### src/rtl/fft_pkg.sv
// Shared constants, state encoding and sample-to-bank mapping
// for the 32-point in-place radix-2 FFT stage sequencer.
package fft_pkg;

  localparam int NUMSAMPLES = 32;
  localparam int NUMSTAGES  = 5;
  localparam int ADDRSIZE   = 3;
  localparam int NUMWORDS   = 8;
  localparam int LAT        = 2;

  localparam logic [2:0] LAST_NONE = 3'd7;
  localparam logic [3:0] RUN_LAST  = 4'(NUMWORDS + LAT - 1);

  typedef enum logic [1:0] {
    ST_IDLE = 2'd0,
    ST_RUN  = 2'd1,
    ST_DONE = 2'd2
  } state_e;

  typedef logic [ADDRSIZE-1:0] addr_t;

  function automatic logic [1:0] bank_of(input logic [4:0] n);
    return {n[4] ^ n[2] ^ n[0], ^n};
  endfunction

  function automatic addr_t addr_of(input logic [4:0] n);
    return n[4:2];
  endfunction

  // Open a zero bit at position pos, shifting higher bits up.
  function automatic logic [4:0] ins_zero(
    input logic [4:0] v,
    input logic [2:0] pos
  );
    logic [4:0] lo_mask;
    lo_mask = (5'd1 << pos) - 5'd1;
    return ((v & ~lo_mask) << 1) | (v & lo_mask);
  endfunction

endpackage

### src/rtl/fft_stage_control_addr_gen.sv
// Combinational operand generator: stage and cycle in,
// per-bank read addresses and operand steering out.
module fft_addr_gen
  import fft_pkg::*;
(
  input  logic [2:0]               stage,
  input  logic [2:0]               cnt,
  output logic [3:0][ADDRSIZE-1:0] rd_addr,
  output logic [1:0]               m1_s,
  output logic                     m3_s
);

  logic [2:0] j;
  logic [2:0] lo;
  logic [2:0] hi;
  logic [4:0] x;
  logic [4:0] sb;
  logic [4:0] jb;
  logic [3:0][4:0] op;

  // Build the four butterfly operands and route each to its bank.
  always_comb begin
    j  = (stage == 3'd1 || stage == 3'd3) ? 3'd0 : 3'd1;
    lo = (stage < j) ? stage : j;
    hi = (stage < j) ? j : stage;
    x  = ins_zero(ins_zero({2'b00, cnt}, lo), hi);
    sb = 5'd1 << stage;
    jb = 5'd1 << j;
    op[0] = x;
    op[1] = x ^ sb;
    op[2] = x ^ jb;
    op[3] = x ^ sb ^ jb;
    rd_addr = '0;
    for (int k = 0; k < 4; k++) begin
      rd_addr[bank_of(op[k])] = addr_of(op[k]);
    end
    m1_s = bank_of(x);
    m3_s = ~stage[0];
  end

endmodule

### src/rtl/fft_stage_control.sv
// Per-stage sequencer: stage FSM, read counter, and the
// LAT-deep delay line producing write addresses.
module fft_stage_control
  import fft_pkg::*;
(
  input  logic                clk,
  input  logic                rst,
  input  logic                en_stage,
  input  logic [2:0]          stage_num,
  output logic                m0_s,
  output logic [1:0]          m1_s,
  output logic                m2_s,
  output logic                m3_s,
  output logic [ADDRSIZE-1:0] rd_addr0,
  output logic [ADDRSIZE-1:0] rd_addr1,
  output logic [ADDRSIZE-1:0] rd_addr2,
  output logic [ADDRSIZE-1:0] rd_addr3,
  output logic [ADDRSIZE-1:0] wr_addr0,
  output logic [ADDRSIZE-1:0] wr_addr1,
  output logic [ADDRSIZE-1:0] wr_addr2,
  output logic [ADDRSIZE-1:0] wr_addr3,
  output logic                stage_done
);

  state_e state_q, state_d;
  logic [3:0] cnt_q, cnt_d;
  logic [2:0] stage_q, stage_d;
  logic [2:0] last_q, last_d;
  logic       done_q, done_d;

  logic [LAT-1:0][3:0][ADDRSIZE-1:0] dly_a_q, dly_a_d;
  logic [LAT-1:0]                    dly_m_q, dly_m_d;

  logic [3:0][ADDRSIZE-1:0] rd_addr;
  logic [1:0] gen_m1;
  logic       gen_m3;
  logic [2:0] rd_cnt;
  logic       rd_act;
  logic       start;

  // Drain cycles keep the last read address so idle output holds.
  assign rd_act = (state_q == ST_RUN) && (cnt_q < 4'd8);
  assign rd_cnt = (cnt_q < 4'd8) ? cnt_q[2:0] : 3'd7;
  assign start  = (stage_num != last_q) &&
                  (stage_num < 3'(NUMSTAGES));

  fft_addr_gen u_addr_gen (
    .stage   (stage_q),
    .cnt     (rd_cnt),
    .rd_addr (rd_addr),
    .m1_s    (gen_m1),
    .m3_s    (gen_m3)
  );

  // Next-state logic: abort on en_stage low, else idle/run/done.
  always_comb begin
    state_d = state_q;
    cnt_d   = cnt_q;
    stage_d = stage_q;
    last_d  = last_q;
    done_d  = done_q;
    if (!en_stage) begin
      state_d = ST_IDLE;
      last_d  = LAST_NONE;
    end else begin
      unique case (state_q)
        ST_IDLE: begin
          if (start) begin
            state_d = ST_RUN;
            cnt_d   = 4'd0;
            stage_d = stage_num;
          end
        end
        ST_RUN: begin
          if (cnt_q == RUN_LAST) begin
            state_d = ST_DONE;
          end else begin
            cnt_d = cnt_q + 4'd1;
          end
        end
        ST_DONE: begin
          done_d  = ~done_q;
          last_d  = stage_q;
          state_d = ST_IDLE;
        end
        default: state_d = ST_IDLE;
      endcase
    end
  end

  // Write side trails the read side by exactly LAT cycles.
  always_comb begin
    dly_a_d    = dly_a_q;
    dly_m_d    = dly_m_q;
    dly_a_d[0] = rd_addr;
    dly_m_d[0] = m3_s;
    for (int i = 1; i < LAT; i++) begin
      dly_a_d[i] = dly_a_q[i-1];
      dly_m_d[i] = dly_m_q[i-1];
    end
  end

  // State and delay-line registers.
  always_ff @(posedge clk or posedge rst) begin
    if (rst) begin
      state_q <= ST_IDLE;
      cnt_q   <= '0;
      stage_q <= '0;
      last_q  <= LAST_NONE;
      done_q  <= 1'b0;
      dly_a_q <= '0;
      dly_m_q <= '0;
    end else begin
      state_q <= state_d;
      cnt_q   <= cnt_d;
      stage_q <= stage_d;
      last_q  <= last_d;
      done_q  <= done_d;
      dly_a_q <= dly_a_d;
      dly_m_q <= dly_m_d;
    end
  end

  assign m0_s       = (state_q != ST_RUN);
  assign m1_s       = rd_act ? gen_m1 : 2'd0;
  assign m3_s       = rd_act & gen_m3;
  assign m2_s       = dly_m_q[LAT-1];
  assign rd_addr0   = rd_addr[0];
  assign rd_addr1   = rd_addr[1];
  assign rd_addr2   = rd_addr[2];
  assign rd_addr3   = rd_addr[3];
  assign wr_addr0   = dly_a_q[LAT-1][0];
  assign wr_addr1   = dly_a_q[LAT-1][1];
  assign wr_addr2   = dly_a_q[LAT-1][2];
  assign wr_addr3   = dly_a_q[LAT-1][3];
  assign stage_done = done_q;

endmodule

### config.mk
export PLATFORM = sky130hd
export DESIGN_NAME = fft_stage_control
export DESIGN_NICKNAME = d
export VERILOG_FILES = /design/src/rtl/fft_pkg.sv /design/src/rtl/fft_stage_control_addr_gen.sv /design/src/rtl/fft_stage_control.sv
export SDC_FILE = /design/constraint.sdc
export NUM_CORES = 1
export LEC_CHECK = 0
export CAP_MARGIN = 30
export CORE_MARGIN = 2
export CORE_UTILIZATION = 40
export DETAILED_ROUTE_END_ITERATION = 8
export PLACE_DENSITY = 0.66
export RECOVER_POWER = 25
export SLEW_MARGIN = 15
export SYNTH_ARGS = -nofsm -noshare
export SYNTH_HDL_FRONTEND = slang
export SYNTH_SLANG_ARGS = --single-unit
### constraint.sdc
create_clock -name clk -period 3.2 [get_ports clk]
set_clock_uncertainty 0.15 [all_clocks]
set_input_delay 0.64 -clock clk [delete_from_list [all_inputs] [get_ports clk]]
set_output_delay 0.64 -clock clk [all_outputs]
set_load 0.005 [all_outputs]
# Word-level counts from Yosys, hierarchy flattened
# Index checks and enable logic that the tools add are counted.
# op_classes
addsub	3
n_lt_le_gt_ge	11
eq_ne	12
shifts	4
mux	25
bitwise	23
reduce_logical	17
# ops
cell	count
$bwmux W12	3
$mux W3	9
$demux W3 S2	4
$reduce_xor A5 Y1	4
$shl A1 B3 Y5 const A	4
$xor A5 B5 Y5	3
$and A12 B12 Y12	1
$lt A2 B3 Y1 const B	4
$or A5 B5 Y5	2
$sub A5 B1 Y5 const B	2
$ge A2 B1 Y1 const B	4
$mux W2	4
$mux W4	2
$not A4 Y4	2
$pmux W4 S2	1
$xor A1 B1 Y1	8
$logic_and A1 B1 Y1	6
$and A3 B5 Y5	1
$and A5 B5 Y5	1
$add A4 B1 Y4 const B	1
$and A3 B4 Y4	1
$and A4 B4 Y4	1
$eq A4 B4 Y1 const B	1
$lt A4 B4 Y1 const B	1
other kinds (21)	25
# word_totals
reg_bits	39
out_inout_bits	30

# Longest topological paths before layout
# Gate-level depths: netlist (run 1).
# depth
ltp_word	22
ltp_mapped	13
ltp_nobuf	10

# Modules after synthesis
# A second synthesis (run 1) with hierarchy kept.
# unflattened
cells_unflattened	194
hier_area_um2	2082.0
# by_module_without_submodules
mod	instances	cells_per_inst	area_each_um2	seq_area_each_um2
fft_stage_control	1	101	1401.3	979.7
fft_addr_gen	1	93	680.7	0.0

# Least setup slack after synthesis (run 1)
# No wires, ideal clock.
# synth_timing
path_kind	register to output
from	register stage_q[1]
to	output rd_addr0[1]
t_arrival_ps	2721
path_slack_ps	-311
stages_incl_launch_ff	13
n_path_buf	3
path_cell_list	dfrtp_1 > clkbuf_1 > nor2b_1 > nor2_1 > ha_1 > and2b_1 > nor4b_4 > nor3_1 > or3b_1 > and3_1 > buf_6 > a22oi_1 > buf_4
# synth_rtl
element	line_no	rtl
from (decl)	fft_stage_control.sv:27	logic [2:0] stage_q, stage_d;
from (signal assigned)	fft_stage_control.sv:116	stage_q <= stage_d;
to (decl)	fft_stage_control.sv:14	output logic [ADDRSIZE-1:0] rd_addr0,

# Final worst setup path (run 1)
# layout_timing
from	register stage_q[1]
to	output rd_addr0[1]
# layout_between
elab_chain_cells	22
# layout_rtl
element	line_no	rtl
$eq A3 B1 Y1 or $eq A3 B2 Y1 (tied branches)	fft_stage_control_addr_gen.sv:23	j = (stage == 3'd1 || stage == 3'd3) ? 3'd0 : 3'd1;
$logic_or A1 B1 Y1	fft_stage_control_addr_gen.sv:23	
$mux W1	fft_stage_control_addr_gen.sv:23	
$lt A3 B3 Y1	fft_stage_control_addr_gen.sv:24, fft_stage_control_addr_gen.sv:25	
$mux W3	fft_stage_control_addr_gen.sv:24	lo = (stage < j) ? stage : j;
$shl A1 B3 Y5	fft_pkg.sv:36	lo_mask = (5'd1 << pos) - 5'd1;
$sub A5 B1 Y5	fft_pkg.sv:36	
$not A4 Y4	fft_pkg.sv:37	return ((v & ~lo_mask) << 1) | (v & lo_mask);
[... 5 more ...]	--	
$xor A1 B1 Y1	fft_pkg.sv:23	return {n[4] ^ n[2] ^ n[0], ^n};
$lt A2 B3 Y1 (implied by the code), or another cell as far along	fft_stage_control_addr_gen.sv:35	rd_addr[bank_of(op[k])] = addr_of(op[k]);
$logic_and A1 B1 Y1 (implied by the code), or another cell as far along	fft_stage_control_addr_gen.sv:35	
$mux W3 (implied by the code) or $logic_and A1 B1 Y1 (tied branches)	fft_stage_control_addr_gen.sv:35	
$demux W3 S2 or $mux W3 (tied branches)	--	
$and A12 B12 Y12 (no line) or $demux W3 S2 (tied branches)	--	
$bwmux W12 (2 in series)	fft_stage_control_addr_gen.sv:35	
$bwmux W12 (*)	fft_stage_control_addr_gen.sv:35	
# Mark *: on every way between the ends. The rest lies on a longest branch, timed or not.

==> results of run 1 <==
## per-stage QoR
step / TNS [ns] / instances / area [µm²] / util (%) / power, mW
after floorplan: -0.609 / 201 / 2160 / - / 1.18
after global placement: -5.08 / 317 / 2690 / 52.9 / 1.48
after detailed placement: -5.62 / 317 / 2690 / 52.9 / 1.50
after CTS: -4.41 / 340 / 2950 / 58.2 / 1.98
after global routing: -12.54 / 344 / 3030 / 59.7 / 2.18
final: -4.56 / 344 / 3030 / 59.7 / 2.05
## cells by family after synthesis
family          Yosys count
flops                    39
mux                       6
buf+inv                  29
simple gates             62
fa+ha+maj                 3
compound gates           59
xor+xnor                  3
## registers in the layout (all words and copies together) (netlist names), 2 cells and up
name / flops
cnt_q: 4
wr_addr0: 3
wr_addr2: 3
state_q: 2
wr_addr3: 3
dly_a_d: 12
dly_m_q: 2
stage_q: 3
wr_addr1: 3
last_q: 3
## Yosys cell counts, types with 3 or more instances
library cell / number / area [µm²]
sky130_fd_sc_hd__clkbuf_1: 5 / 18.8
sky130_fd_sc_hd__dfrtp_1: 36 / 901
sky130_fd_sc_hd__ha_1: 3 / 37.5
sky130_fd_sc_hd__a22o_1: 4 / 35.0
sky130_fd_sc_hd__xnor2_1: 3 / 26.3
sky130_fd_sc_hd__nand2b_1: 7 / 43.8
sky130_fd_sc_hd__a21oi_1: 10 / 50.1
sky130_fd_sc_hd__o21ai_0: 10 / 50.1
sky130_fd_sc_hd__o211ai_1: 3 / 22.5
sky130_fd_sc_hd__buf_6: 3 / 33.8
sky130_fd_sc_hd__a31oi_1: 3 / 18.8
sky130_fd_sc_hd__nand3_1: 3 / 15.0
sky130_fd_sc_hd__inv_1: 6 / 22.5
sky130_fd_sc_hd__dfstp_2: 3 / 78.8
sky130_fd_sc_hd__nand2_1: 13 / 48.8
sky130_fd_sc_hd__o22a_1: 3 / 26.3
sky130_fd_sc_hd__and3_1: 3 / 18.8
sky130_fd_sc_hd__buf_4: 13 / 97.6
sky130_fd_sc_hd__nor2_1: 15 / 56.3
sky130_fd_sc_hd__nor3_1: 4 / 20.0
sky130_fd_sc_hd__mux2_2: 3 / 33.8
## repair_timing
item | CTS | global route
gates resized for setup | 87 | 10
pin swaps | 22 | 8
endpoints found under the setup margin | 14 | 14
setup buffers | 17 | 4
## area by class of cell
cell class	instances	area (µm²)	share of cell area [%]
Sequential cell	39	980	32.4
Clock buffer	7	76.3	2.52
Clock inverter	1	5.00	0.165
Multi-Input combinational cell	133	1140	37.8
Tap cell	70	87.6	2.89
Inverter	6	22.5	0.744
Timing Repair Buffer	88	713	23.6
## power by group
part | total [mW] | internal [mW] | switching (mW)
logic | 1.09 | 0.597 | 0.498
clock network | 0.313 | 0.153 | 0.161
registers | 0.639 | 0.599 | 0.0401
total | 2.05 | 1.35 | 0.698
## final timing paths
path	to
worst min-delay path	wr_addr3[2]
worst max-delay path	rd_addr0[1]
max in group asynchronous	dly_a_d[18]
min in group asynchronous	cnt_q[1]
worst min register to register	wr_addr3[2]
worst max register to register	dly_a_d[21]
## per-layer routing
metal  global-route usage [%]  vias to the layer above
met5                        0                        -
met4                     7.82                        0
met3                     4.27                        7
met2                     29.6                       56
met1                     23.1                      853
li1                         -                      861
==> results.ini, run 1 <==
[outcome]
outcome = complete, but fails checks
violated_checks = capacitance limit, slew limit, setup timing

[setup_path]
startpoint = stage_q[1]
cp_max_fo = 8
path_delay_family = simple AND/OR/NAND/NOR gates
arrival_ns = 2.84
critical_path_depth = 12
worst_path_largest_cell_delay_ns = 0.39
crit_type = flip-flop to output pin
crit_path_top_delay_cell = sky130_fd_sc_hd__or3b_1
worst_path_buf_inv = 3
path_cells = nor2b_4 > nor2_4 > inv_2 > ha_4 > o21bai_1 > a31oi_1 > o32ai_4 > or3b_1 > and3_4 > buf_6 > a22oi_2 > buf_2
timing.critical_path.from_type = flip-flop
reg2reg_slack_ns = 0.44
critical_path.reg2reg.startpoint = stage_q[1]
endpoint_kind = output pin
critPathRequiredTime_ns = 2.41
timing.reg2reg.worst_path_depth = 13

[timing]
layout_worst_path_cycle_share_pct = 113
worst_slew_pin_slew_ns = 1.98
postLayoutSetupSlackWorst_ns = -0.427
grt_setup_unrepaired = yes
report.final.setup_viol = 14
hold_ws_ns = 0.194
period_needed_ns = 3.63
timing.fmax_ghz = 0.276
final-max-slew-violation-count = 40
slew_headroom_pct = -32.2
hold_violation_count_in_the_final_report = 0

[clock_network]
number_of_buffers_inserted_during_clock_tree_synthesis = 5
cts.path.max_buffers = 2
hold_buffers = 0
cts_sink_count = 39
root_buffer = sky130_fd_sc_hd__clkbuf_8
tritoncts = built
clock_tree.htree_level_count = 2
worst_skew_pair.late_latency_ns = 0.29
cts.reportedPaths.clkPinSlew_ns = 0.07

[detailed_routing]
drtIter0Drc = 76
num_vias = 1777
remaining_antenna_violation_count = 0
route.detailed.drc = 0
routed.top_layer = met4
first_pass_iters = 4
wire_per_inst_um = 14.2
met3_length_um = 255
detailed_routed_wire_length_on_met2_mm = 2.40
wirelength_mm = 4.89
route.layer.met1.wl_mm = 2.15
drt-vias-per-instance = 5.17

[global_routing]
globalRouteOverflowTotal = 0
grt.total_usage_pct = 18.2
grt_pass1_wl_mm = 8.55
first_global_vias = 1815
antenna_violations_before_repair = 0
grt_max_degree = 40

[yosys]
largest_family_of_logic_cells_by_synthesized_area = compound AO/OA/AOI/OAI gates
synthDistinctLibCells = 56
ys_seq_elements = 39
synthesis.instances = 201
synth_enable_flop_cells = 0
synth_fp_nets = 210
synthesized_area_fraction_occupied_by_xor_and_xnor_cells_pct = 1.25
synth_compound_gate_area_share_pct = 21.3
synth.mux.area_fraction_pct = 3.64
synth_ff_type = sky130_fd_sc_hd__dfrtp_1
synth.avg_cell_area_um2 = 10.4
synth_fa_ha_area_share_pct = 1.79
syn_area_mm2 = 0.00210
synth-seq-area-share_pct = 46.7
async_reset_ff_share_pct = 100
ys_warn_count = 0
synth_simple_gate_area_share_pct = 16.6

[die]
io_pins = 36
die_width_um = 76.4
placementRows = 26
die-area_mm2 = 0.00584
die_y_um = 76.4
floorplan.core_area_mm2 = 0.00507
initial_core_util_pct = 41.3

[power_and_ir_drop]
power-per-cell-area_mw_per_mm2 = 676
power_leakage_nw = 1.39
ir_drop_v = 0.000470

[flow_run]
drv.max_cap_violation_count = 1

[place]
estimated_wirelength_of_the_detail_placed_design_mm = 3.24
port-buffer-count = 35
place_congestion = 0.890
dpl_worst_slack_ns = -0.482

[worst_hold_path]
worst_hold_startpoint = dly_a_d[23]
hold_path.class = flip-flop to flip-flop
hold-path-cell-count = 0

[finish]
layout-drive-gt1-share_pct = 44.2
layout.cells.most_common_list = sky130_fd_sc_hd__buf_4 (45), sky130_fd_sc_hd__dfrtp_1 (36), sky130_fd_sc_hd__clkdlybuf4s50_1 (20)
final_net_count = 282
layout_commonest_cell = sky130_fd_sc_hd__buf_4
num_antenna_cells = 0
areaGrowthSynthToFinish_pct = 44.3
fillerInstances = 431

Note: power is estimated with default switching activity, not from simulation.
==> run 2: changes to the inputs <==
--- a/config.mk
+++ b/config.mk
@@ -6,12 +6,15 @@
 export NUM_CORES = 1
 export LEC_CHECK = 0
 export CAP_MARGIN = 30
+export CELL_PAD_IN_SITES_DETAIL_PLACEMENT = 0
+export CELL_PAD_IN_SITES_GLOBAL_PLACEMENT = 1
 export CORE_MARGIN = 2
-export CORE_UTILIZATION = 40
+export CORE_UTILIZATION = 37
 export DETAILED_ROUTE_END_ITERATION = 8
-export PLACE_DENSITY = 0.66
+export PLACE_DENSITY_LB_ADDON = 0.1
 export RECOVER_POWER = 25
 export SLEW_MARGIN = 15
 export SYNTH_ARGS = -nofsm -noshare
 export SYNTH_HDL_FRONTEND = slang
+export SYNTH_HIERARCHICAL = 1
 export SYNTH_SLANG_ARGS = --single-unit
==> results.ini, run 2 <==
[clock_network]
clock_tree.htree_level_count = 2  ; unchanged
number_of_buffers_inserted_during_clock_tree_synthesis = 5  ; unchanged
cts.path.max_buffers = 2  ; unchanged
cts.reportedPaths.clkPinSlew_ns = 0.08  ; was 0.07 ns
root_buffer = sky130_fd_sc_hd__clkbuf_8  ; unchanged
hold_buffers = 0  ; unchanged
tritoncts = built  ; unchanged
worst_skew_pair.late_latency_ns = 0.29  ; about the same
cts_sink_count = 39  ; unchanged

[place]
place_congestion = 0.822  ; was 0.890
port-buffer-count = 35  ; unchanged
estimated_wirelength_of_the_detail_placed_design_mm = 3.83  ; was 3.24 mm
dpl.cell_count = 331  ; was 317

[global_routing]
antenna_violations_before_repair = 0  ; unchanged
first_global_vias = 1839  ; was 1,815
grt_pass1_wl_mm = 8.88  ; was 8.55 mm
grt.total_usage_pct = 18.1  ; was 18.2%
globalRouteOverflowTotal = 0  ; unchanged
grt_max_degree = 26  ; was 40

[setup_path]
worst_path_largest_cell_delay_ns = 0.38  ; was 0.39 ns
worst_path_buf_inv = 6  ; was 3
crit_path_top_delay_cell = sky130_fd_sc_hd__dfrtp_1  ; was sky130_fd_sc_hd__or3b_1
endpoint_kind = output pin  ; unchanged
timing.critical_path.from_type = flip-flop  ; unchanged
critPathRequiredTime_ns = 2.41  ; about the same
cp_max_fo = 5  ; was 8
arrival_ns = 2.95  ; was 2.84 ns
path_delay_family = buffers and inverters  ; was simple AND/OR/NAND/NOR gates
path_cells = nor2b_4 > nor2_4 > inv_2 > ha_4 > nand3b_1 > buf_4 > o21a_2 > xnor2_2 > buf_4 > buf_6 > nor2_4 > nand2b_1 > a221oi_2 > buf_4 > nor2_4 > buf_2  ; was nor2b_4 > nor2_4 > inv_2 > ha_4 > o21bai_1 > a31oi_1 > o32ai_4 > or3b_1 > and3_4 > buf_6 > a22oi_2 > buf_2
crit_type = flip-flop to output pin  ; unchanged

[finish]
finalNonFillerCells = 366  ; was 344
areaGrowthSynthToFinish_pct = 58.4  ; was 44.3%
final_core_utilization_pct = 60.3  ; was 59.7%
layout.cells.most_common_list = sky130_fd_sc_hd__buf_4 (54), sky130_fd_sc_hd__dfrtp_1 (36), sky130_fd_sc_hd__clkdlybuf4s50_1 (19)  ; was sky130_fd_sc_hd__buf_4 (45), sky130_fd_sc_hd__dfrtp_1 (36), sky130_fd_sc_hd__clkdlybuf4s50_1 (20)
layout_commonest_cell = sky130_fd_sc_hd__buf_4  ; unchanged
num_antenna_cells = 0  ; unchanged
flip_flop_count_of_the_largest_register_all_copies_and_words_added = 12  ; unchanged
fillerInstances = 473  ; was 431
layout-drive-gt1-share_pct = 46.3  ; was 44.2%
final_net_count = 302  ; was 282

[power_and_ir_drop]
cellInternalPower_mw = 2.95  ; was 1.35 mW
net-switching-power_mw = 1.87  ; was 0.698 mW
share_clk_of_total_power_pct = 10.0  ; was 15.3%
power_switching_share_pct = 38.7  ; was 34.1%
power_leakage_nw = 1.54  ; was 1.39 nW
ir_drop_v = 0.000555  ; was 0.000470 V
total_power_mw = 4.82  ; was 2.05 mW
combinationalPowerShare_pct = 74.9  ; was 53.5%
seq_power_share_pct = 15.1  ; was 31.2%
power-per-cell-area_mw_per_mm2 = 1460  ; was 676 mW/mm²

[die]
die-area_mm2 = 0.00624  ; was 0.00584 mm²
floorplan.core_area_mm2 = 0.00547  ; was 0.00507 mm²
die_width_um = 79.0  ; was 76.4 µm
io_pins = 36  ; unchanged
die_y_um = 79.0  ; was 76.4 µm
initial_core_util_pct = 38.0  ; was 41.3%
placementRows = 27  ; was 26

[detailed_routing]
wire_per_inst_um = 15.4  ; was 14.2 µm
wirelength_mm = 5.65  ; was 4.89 mm
remaining_antenna_violation_count = 0  ; unchanged
route.detailed.drc = 0  ; unchanged
drtIter0Drc = 81  ; was 76
route.layer.met1.wl_mm = 2.52  ; was 2.15 mm
met3_length_um = 229  ; was 255 µm
detailed_routed_wire_length_on_met2_mm = 2.83  ; was 2.40 mm
routed.top_layer = met4  ; unchanged
drt-vias-per-instance = 5.06  ; was 5.17
first_pass_iters = 4  ; unchanged
num_vias = 1852  ; was 1,777

[yosys]
synth.avg_cell_area_um2 = 10.7  ; was 10.4 µm²
syn_area_mm2 = 0.00208  ; was 0.00210 mm²
synthesis.instances = 194  ; was 201
synth_ff_type = sky130_fd_sc_hd__dfrtp_1  ; unchanged
synth_fp_nets = 203  ; was 210
share_of_the_synthesized_area_in_the_top_cell_type_pct = 43.3  ; was 42.9%
synth-seq-area-share_pct = 47.1  ; was 46.7%
ys_seq_elements = 39  ; unchanged
synth_enable_flop_cells = 0  ; unchanged
synthDistinctLibCells = 60  ; was 56
synth_area_leader_cell = sky130_fd_sc_hd__dfrtp_1  ; unchanged
post-synth-top-count-cell = sky130_fd_sc_hd__dfrtp_1  ; unchanged
ys_warn_count = 6  ; was 0
synth.top_cells.by_area = sky130_fd_sc_hd__dfrtp_1 (43%), sky130_fd_sc_hd__dfstp_2 (3.8%), sky130_fd_sc_hd__nand2_1 (2.7%)  ; was sky130_fd_sc_hd__dfrtp_1 (43%), sky130_fd_sc_hd__buf_4 (4.7%), sky130_fd_sc_hd__dfstp_2 (3.8%)
synthTopCellsByCount = sky130_fd_sc_hd__dfrtp_1 (36), sky130_fd_sc_hd__nand2_1 (15), sky130_fd_sc_hd__nor2_1 (15), sky130_fd_sc_hd__inv_1 (10), sky130_fd_sc_hd__nand2b_1 (7)  ; was sky130_fd_sc_hd__dfrtp_1 (36), sky130_fd_sc_hd__nor2_1 (15), sky130_fd_sc_hd__buf_4 (13), sky130_fd_sc_hd__nand2_1 (13)
async_reset_ff_share_pct = 100  ; unchanged

[outcome]
violated_checks = setup timing  ; was capacitance limit, slew limit, setup timing
outcome = complete, but fails checks  ; unchanged

[timing]
hold_violation_count_in_the_final_report = 0  ; unchanged
slew_headroom_pct = 56.6  ; was -32.2%
period_needed_ns = 3.74  ; was 3.63 ns
postLayoutSetupSlackWorst_ns = -0.538  ; was -0.427 ns
report.final.setup_viol = 14  ; unchanged
worst_slew_pin_slew_ns = 0.650  ; was 1.98 ns
fin_setup_tns_ns = -6.10  ; was -4.56 ns
layout_worst_path_cycle_share_pct = 117  ; was 113%
final-max-slew-violation-count = 0  ; was 40
grt_setup_unrepaired = yes  ; unchanged
timing.fmax_ghz = 0.268  ; was 0.276 GHz
hold_ws_ns = 0.198  ; was 0.194 ns

[flow_run]
drv.max_cap_violation_count = 0  ; was 1

[worst_hold_path]
hold_path.class = flip-flop to flip-flop  ; unchanged

-- run 2: power by group through the flow --
stage	clock network, mW	registers (mW)	logic [mW]
2_1_floorplan	0	0.753	1.26
3_3_place_gp	0	0.735	2.50
3_5_place_dp	0	0.741	2.51
4_1_cts	0.496	0.732	3.00
5_1_grt	0.517	0.747	3.84
6_report	0.481	0.729	3.61
-- run 2: layer usage --
metal | global-route usage (%) | vias up
met5 | 0 | -
met4 | 5.52 | 0
met3 | 3.52 | 9
met2 | 29.8 | 54
met1 | 24.0 | 899
li1 | - | 890
-- run 2: path summary, 6_finish.rpt --
kind / start / to / slack (ns) / cells after the start
max in group asynchronous: rst / dly_a_d[14] / 1.62 / 3
worst min-delay path: dly_a_d[16] / wr_addr1[1] / 0.20 / 0
worst min register to register: dly_a_d[16] / wr_addr1[1] / 0.20 / 0
worst max register to register: stage_q[1] / dly_a_d[21] / 0.17 / 17
worst max-delay path: stage_q[1] / rd_addr3[0] / -0.54 / 16
min in group asynchronous: rst / stage_done / 0.73 / 2
-- run 2: logic make-up (layout without fill, tap and decap cells) --
logic type                 after synthesis  count (layout)  share of synthesized area [%]
and+or+nand+nor                         71              71                           19.2
AOI/OAI and AO/OA                       47              47                           18.0
DFF                                     39              39                           47.1
buffers and inverters                   15             115                           3.85
xor gates and xnor gates                11              11                           6.07
muxes                                    8               8                           4.09
adders and majority gates                3               3                           1.80
-- run 2: repair_timing --
action	in CTS	in global routing
hold endpoints to repair	0	0
pin swaps	18	26
setup endpoints to repair	14	15
resized for setup	59	34
buffers inserted	15	14
gates cloned	0	0
-- run 2: layout make-up --
class / instances / area [µm²] / share of cell area, %
clock buffer: 6 / 72.6 / 2.20
clock inverter: 2 / 60.1 / 1.82
inverter: 10 / 37.5 / 1.14
multi-input combinational: 140 / 1270 / 38.4
sequential: 39 / 980 / 29.7
tap: 72 / 90.1 / 2.73
timing repair buffer: 97 / 792 / 24.0
-- run 2: through the flow --
step           area [µm²]  setup slack (ns)
3_5_place_dp         2800            -0.530
4_1_cts              3120            -0.687
6_report             3300            -0.538
2_1_floorplan        2130            -0.114
5_1_grt              3300            -0.714
3_3_place_gp         2800            -0.541
